`config.mk`:
```
export PLATFORM = sky130hd
export DESIGN_NAME = redmule_job_sequencer
export DESIGN_NICKNAME = d
export VERILOG_FILES = /design/src/rtl/redmule_tile_pkg.sv /design/src/rtl/redmule_job_sequencer.sv
export SDC_FILE = /design/constraint.sdc
export NUM_CORES = 1
export LEC_CHECK = 0
export ABC_AREA = 0
export BUFFER_PORTS_ARGS = -buffer_cell sky130_fd_sc_hd__clkbuf_2
export CAP_MARGIN = 20
export CORE_ASPECT_RATIO = 0.7
export CORE_MARGIN = 8
export CORE_UTILIZATION = 45
export CTS_BUF_LIST = sky130_fd_sc_hd__clkbuf_8 sky130_fd_sc_hd__clkbuf_16
export DETAILED_ROUTE_END_ITERATION = 16
export GPL_ROUTABILITY_DRIVEN = 0
export GPL_TIMING_DRIVEN = 1
export PLACE_DENSITY = 0.85
export SYNTH_ARGS = -nofsm -noshare
export SYNTH_HDL_FRONTEND = slang
export SYNTH_SLANG_ARGS = --single-unit
export TNS_END_PERCENT = 20
```
`constraint.sdc`:
```
create_clock -name clk_i -period 7.7 [get_ports clk_i]
set_input_delay 0.77 -clock clk_i [delete_from_list [all_inputs] [get_ports clk_i]]
set_output_delay 0.77 -clock clk_i [all_outputs]
set_load 0.03 [all_outputs]
```
`src/rtl/redmule_tile_pkg.sv`:
```
// redmule_tile_pkg: shared RedMulE control-port offsets and job sequencer state encoding
package redmule_tile_pkg;

    localparam logic [31:0] REDMULE_TRIGGER_OFS  = 32'h00;
    localparam logic [31:0] REDMULE_ACQUIRE_OFS  = 32'h04;
    localparam logic [31:0] REDMULE_SOFTCLR_OFS  = 32'h14;
    localparam logic [31:0] REDMULE_JOB_BASE_OFS = 32'h40;

    typedef enum logic [2:0] {
        IDLE, ACQ, ACQ_RSP, BACKOFF, PROG, TRIG, WAIT_EVT, DONE
    } redmule_seq_state_e;

endpackage

```
`src/rtl/redmule_job_sequencer.sv`:
```
// redmule_job_sequencer: acquires a RedMulE slot, programs the job registers, triggers and reports completion
module redmule_job_sequencer
    import redmule_tile_pkg::*;
#(
    parameter int          AW         = 32,
    parameter int          DW         = 32,
    parameter int          IW         = 2,
    parameter int          N_JOB_REGS = 8,
    parameter logic [31:0] JOB_BASE   = REDMULE_JOB_BASE_OFS,
    parameter int          RETRY_WAIT = 4
) (
    input  logic                     clk_i,
    input  logic                     rst_i,
    input  logic                     job_valid_i,
    output logic                     job_ready_o,
    input  logic [N_JOB_REGS*DW-1:0] job_regs_i,
    output logic                     done_valid_o,
    input  logic                     done_ready_i,
    output logic [7:0]               done_id_o,
    output logic                     busy_o,
    output logic                     ctrl_req_o,
    input  logic                     ctrl_gnt_i,
    output logic [AW-1:0]            ctrl_add_o,
    output logic                     ctrl_wen_o,
    output logic [DW/8-1:0]          ctrl_be_o,
    output logic [DW-1:0]            ctrl_data_o,
    output logic [IW-1:0]            ctrl_id_o,
    input  logic                     ctrl_r_valid_i,
    input  logic [DW-1:0]            ctrl_r_data_i,
    input  logic                     evt_i
);

    localparam int IXW = N_JOB_REGS > 1 ? $clog2(N_JOB_REGS) : 1;
    localparam int CW  = $clog2(RETRY_WAIT + 2);
    localparam logic [IXW-1:0] LAST_IDX = IXW'(N_JOB_REGS - 1);

    redmule_seq_state_e                   state_q, state_d;
    logic [IXW-1:0]                       idx_q;
    logic [CW-1:0]                        cnt_q;
    logic [7:0]                           id_q;
    logic                                 busy_q;
    logic [N_JOB_REGS-1:0][DW-1:0]        desc_q;
    logic                                 unused_rdata;

    assign unused_rdata = ^ctrl_r_data_i;

    assign job_ready_o  = state_q == IDLE;
    assign done_valid_o = state_q == DONE;
    assign done_id_o    = id_q;
    assign busy_o       = busy_q;
    assign ctrl_req_o   = state_q inside {ACQ, PROG, TRIG};
    assign ctrl_wen_o   = state_q == ACQ;
    assign ctrl_be_o    = '1;
    assign ctrl_id_o    = '0;
    assign ctrl_add_o   = state_q == ACQ  ? AW'(REDMULE_ACQUIRE_OFS) :
                          state_q == PROG ? AW'(JOB_BASE) + AW'({idx_q, 2'b00}) :
                          state_q == TRIG ? AW'(REDMULE_TRIGGER_OFS) : '0;
    assign ctrl_data_o  = state_q == PROG ? desc_q[idx_q] : '0;

    // next-state logic; each control access advances only on its grant
    always_comb begin
        state_d = state_q;
        case (state_q)
            IDLE:     if (job_valid_i) state_d = ACQ;
            ACQ:      if (ctrl_gnt_i) state_d = ACQ_RSP;
            ACQ_RSP:  if (ctrl_r_valid_i) state_d = ctrl_r_data_i[31] ? BACKOFF : PROG;
            BACKOFF:  if (cnt_q <= CW'(1)) state_d = ACQ;
            PROG:     if (ctrl_gnt_i && idx_q == LAST_IDX) state_d = TRIG;
            TRIG:     if (ctrl_gnt_i) state_d = WAIT_EVT;
            WAIT_EVT: if (evt_i) state_d = DONE;
            DONE:     if (done_ready_i) state_d = IDLE;
            default:  state_d = IDLE;
        endcase
    end

    // state register, retry counter, register index and acquired job id
    always_ff @(posedge clk_i) begin
        if (rst_i) begin
            state_q <= IDLE;
            busy_q  <= 1'b0;
            idx_q   <= '0;
            cnt_q   <= '0;
            id_q    <= '0;
        end else begin
            state_q <= state_d;
            busy_q  <= state_d != IDLE;
            if (state_q == ACQ_RSP && ctrl_r_valid_i) begin
                cnt_q <= CW'(RETRY_WAIT);
                idx_q <= '0;
                if (!ctrl_r_data_i[31]) id_q <= ctrl_r_data_i[7:0];
            end
            if (state_q == BACKOFF) cnt_q <= cnt_q - 1'b1;
            if (state_q == PROG && ctrl_gnt_i && idx_q != LAST_IDX) idx_q <= idx_q + 1'b1;
        end
    end

    // descriptor buffer captured on acceptance; deliberately not reset
    always_ff @(posedge clk_i) begin
        if (job_valid_i && job_ready_o) desc_q <= job_regs_i;
    end

endmodule

```
==> impl_results.html <==
<table>
<tr><th>Metric</th><th>Value</th></tr>
<tr><th colspan="2">Synth</th></tr>
<tr><td>Fraction of registers with async set or reset after synthesis</td><td>0</td></tr>
<tr><td>Sequential share of the synthesized area</td><td>0.7383</td></tr>
<tr><td>Mapped Area</td><td>10900 sq um</td></tr>
<tr><td>Post-synth EDFFs</td><td>256</td></tr>
<tr><td>Most used flip-flop cell after synthesis</td><td>sky130_fd_sc_hd__edfxtp_1</td></tr>
<tr><td>Post-Synthesis Cells</td><td>547</td></tr>
<tr><td>Count of yosys warnings during synthesis</td><td>0</td></tr>
<tr><td>Total of flip-flops plus latches after synthesis</td><td>~270</td></tr>
<tr><td>Mean cell area of the mapped netlist</td><td>between 15 and 20 sq um</td></tr>
<tr><td>Distinct cell type count of the synthesized netlist</td><td>41</td></tr>
<tr><th colspan="2">STA</th></tr>
<tr><td>Unrepaired setup endpoints after global routing</td><td>false</td></tr>
<tr><td>Pin slew with the least headroom to its limit</td><td>1038 ps</td></tr>
<tr><td>Total of endpoints with negative setup slack in the final report</td><td>0</td></tr>
<tr><td>Sum of negative setup slack</td><td>0 ps</td></tr>
<tr><td>Post-layout min period</td><td>between 3000 and 4000 ps</td></tr>
<tr><td>Highest Clock Rate</td><td>between 0.2 and 0.3 GHz</td></tr>
<tr><td>Final Hold Vio Count</td><td>0</td></tr>
<tr><td>Worst-case hold slack</td><td>between 400 and 500 ps</td></tr>
<tr><td>Max-Slew Margin vs Limit</td><td>0.3082</td></tr>
<tr><td>Post-Route Skew</td><td>between 20 and 25 ps</td></tr>
<tr><td>Crit share post-route</td><td>0.5046</td></tr>
<tr><td>Number of pins with negative max-slew slack in the final report</td><td>0</td></tr>
<tr><th colspan="2">Job</th></tr>
<tr><td>Number of max-capacitance violations reported</td><td>0</td></tr>
<tr><th colspan="2">Worst setup path</th></tr>
<tr><td>Largest fanout on the critical path</td><td>38</td></tr>
<tr><td>WS Path Type</td><td>reg2out</td></tr>
<tr><td>CP Capture Type</td><td>output port</td></tr>
<tr><td>Worst EP arrival</td><td>3120 ps</td></tr>
<tr><td>Startpoint kind of the worst setup timing path</td><td>flip-flop</td></tr>
<tr><td>Required arrival time at the worst endpoint</td><td>6930 ps</td></tr>
<tr><th colspan="2">Global route</th></tr>
<tr><td>Overall global routing resource usage</td><td>0.1714</td></tr>
<tr><td>Met2 Use GR</td><td>0.2858</td></tr>
<tr><td>Layer with the highest usage after global routing</td><td>met2</td></tr>
<tr><td>Largest net degree at the start of global routing</td><td>84</td></tr>
<tr><td>M3 GR Usage</td><td>0.06079</td></tr>
<tr><td>GRT Residual Overflow</td><td>0</td></tr>
<tr><td>Initial antenna violation count</td><td>4</td></tr>
<tr><td>Met1 Usage GRT</td><td>0.2124</td></tr>
<tr><td>Via count of the first global-routing pass</td><td>6601</td></tr>
<tr><td>First-pass GRT wire length</td><td>39.25 mm</td></tr>
<tr><th colspan="2">Layout</th></tr>
<tr><td>Most common cell after layout, fill and taps aside</td><td>sky130_fd_sc_hd__clkbuf_2</td></tr>
<tr><td>Utilization of the core after routing</td><td>0.5644</td></tr>
<tr><td>Layout cell share with drive strength beyond 1</td><td>0.4853</td></tr>
<tr><td>Final Net Count</td><td>approximately 1200</td></tr>
<tr><td>Area added between synthesis and finish</td><td>22.72%</td></tr>
<tr><td>Most frequent cells in the layout</td><td>sky130_fd_sc_hd__clkbuf_2, sky130_fd_sc_hd__edfxtp_1, sky130_fd_sc_hd__mux4_2</td></tr>
<tr><th colspan="2">Clocking</th></tr>
<tr><td>CTS clock-pin slew for the worst setup and hold paths</td><td>60 ps</td></tr>
<tr><td>Max Root-Sink Buffers</td><td>3</td></tr>
<tr><td>Quantity of hold-fixing buffers added after cts</td><td>0</td></tr>
<tr><td>CTS Buf Count</td><td>25</td></tr>
<tr><td>Count of cells resized by post-cts repair</td><td>0</td></tr>
<tr><td>Level count of the clock H-tree</td><td>1</td></tr>
<tr><td>Sinks on Clock Net</td><td>274</td></tr>
<tr><td>Post-CTS Setup Repair Bufs</td><td>0</td></tr>
<tr><td>Clock network latency to the later pin of the worst-skew pair</td><td>530 ps</td></tr>
<tr><td>CTS Root Buffer Type</td><td>sky130_fd_sc_hd__clkbuf_16</td></tr>
<tr><td>TritonCTS clock tree</td><td>done</td></tr>
<tr><th colspan="2">Routing</th></tr>
<tr><td>Residual DRC</td><td>0</td></tr>
<tr><td>Number of detailed-route iterations in the first pass</td><td>5</td></tr>
<tr><td>DRT iter0 DRCs</td><td>around 380</td></tr>
<tr><td>Vias per cell</td><td>about 5.1</td></tr>
<tr><td>Wirelength, routed</td><td>26.68 mm</td></tr>
<tr><td>Number of routed nets with antenna violations</td><td>0</td></tr>
<tr><td>Drt wl/cell</td><td>22.14 um</td></tr>
<tr><td>Via count</td><td>a little over 6000</td></tr>
<tr><th colspan="2">Floorplanning</th></tr>
<tr><td>Height of the die</td><td>146.2 um</td></tr>
<tr><td>Width of the die</td><td>about 200 um</td></tr>
<tr><td>Floorplan core area</td><td>about 24000 sq um</td></tr>
<tr><td>Die Area</td><td>around 30000 sq um</td></tr>
<tr><td>Ports</td><td>378</td></tr>
<tr><td>Total number of placement rows</td><td>47</td></tr>
<tr><td>Starting Density</td><td>0.4600</td></tr>
<tr><th colspan="2">Placed design</th></tr>
<tr><td>Buffers on Ports</td><td>320</td></tr>
<tr><td>Final HPWL DP</td><td>19.70 mm</td></tr>
<tr><th colspan="2">Pwr</th></tr>
<tr><td>Total Power Consumption</td><td>roughly 3.2 mW</td></tr>
<tr><td>Leakage power of the design</td><td>5.091 nW</td></tr>
<tr><td>IR drop worst, VDD</td><td>196.0 uV</td></tr>
<tr><td>PD cells</td><td>238.2 nW/um^2</td></tr>
<tr><th colspan="2">Run status</th></tr>
<tr><td>Status</td><td>finished clean</td></tr>
<tr><th colspan="2">Hold path</th></tr>
<tr><td>Worst hold-check path type</td><td>in2reg</td></tr>
</table>
## synthesized netlist by cell type (all sizes together) (2+ instances only)
master / instances / area, sq um
edfxtp: 256 / 7687
mux4: 64 / 1441
buf: 50 / 367.9
nor2: 48 / 180.2
mux2i: 44 / 440.4
dfxtp: 18 / 360.4
clkbuf: 13 / 48.80
inv: 8 / 30.03
and2: 4 / 25.02
ha: 4 / 50.05
nor2b: 4 / 25.02
nor3: 4 / 20.02
a21oi: 3 / 15.01
a311oi: 2 / 17.52
conb: 2 / 7.510
nor3b: 2 / 26.28
or3b: 2 / 17.52
## per-layer routing
metal | share of wire | wire [um]
met1 | 0.39 | 10540
met2 | 0.49 | 12950
met5 | 0.0012 | 32
met3 | 0.099 | 2652
met4 | 0.019 | 513
## sequential cells by signal, indices dropped and copies added, names as in the netlist
register and flops:
desc_q 256, done_id_o 8, cnt_q 3, idx_q 3, state_q 3, busy_o 1
## through the flow
step | instances | worst slack (ps) | cell area (sq um)
after global routing | 1205 | 3501 | 13380
after CTS | 1203 | 3690 | 13370
after global placement | 1160 | 4255 | 12660
final | 1205 | 3815 | 13380
after detailed placement | 1160 | 4251 | 12660
after floorplan | 579 | 2694 | 11020
## logic make-up after synthesis
group | synth area share
other | 0.0006890
multiplexers | 0.1726
adder cells (fa/ha/maj) | 0.004592
buffers and inverters | 0.04098
flip-flops | 0.7383
AND/OR/NAND/NOR | 0.03444
AO/OA/AOI/OAI | 0.008380
## critical path, cell delays in order, from the launching register on
cell                       delay, ps
sky130_fd_sc_hd__dfxtp_4         770
sky130_fd_sc_hd__buf_4           720
sky130_fd_sc_hd__mux4_2          650
sky130_fd_sc_hd__mux2i_1         160
sky130_fd_sc_hd__nor2_1           70
sky130_fd_sc_hd__clkbuf_2        230
## path summary, 6_finish.rpt
kind | from | end | slack (ps) | cells past startpoint
setup / recovery | idx_q[0] | ctrl_data_o[29] | 3810 | 5
hold / removal | job_regs_i[171] | desc_q[171] | 410 | 1
setup reg to reg | state_q[1] | desc_q[241] | 4730 | 3
hold reg to reg | cnt_q[2] | cnt_q[2] | 470 | 2
## report_power, final
part	internal (mW)	switching [mW]
Sequential	1.79	0.0382
Clock	0.586	0.504
Combinational	0.109	0.157
Total	2.49	0.699
## cell type report
class | count | area [sq um]
inverters | 8 | 30.03
fillers | 1779 | 10320
clock buffers | 25 | 625.6
well taps | 318 | 397.9
diodes | 1 | 2.502
flip-flops and latches | 274 | 8056
repair buffers | 327 | 1654
multi-input cells | 234 | 2529
clock inverters | 18 | 81.33
(Power assumes the default switching activity.)
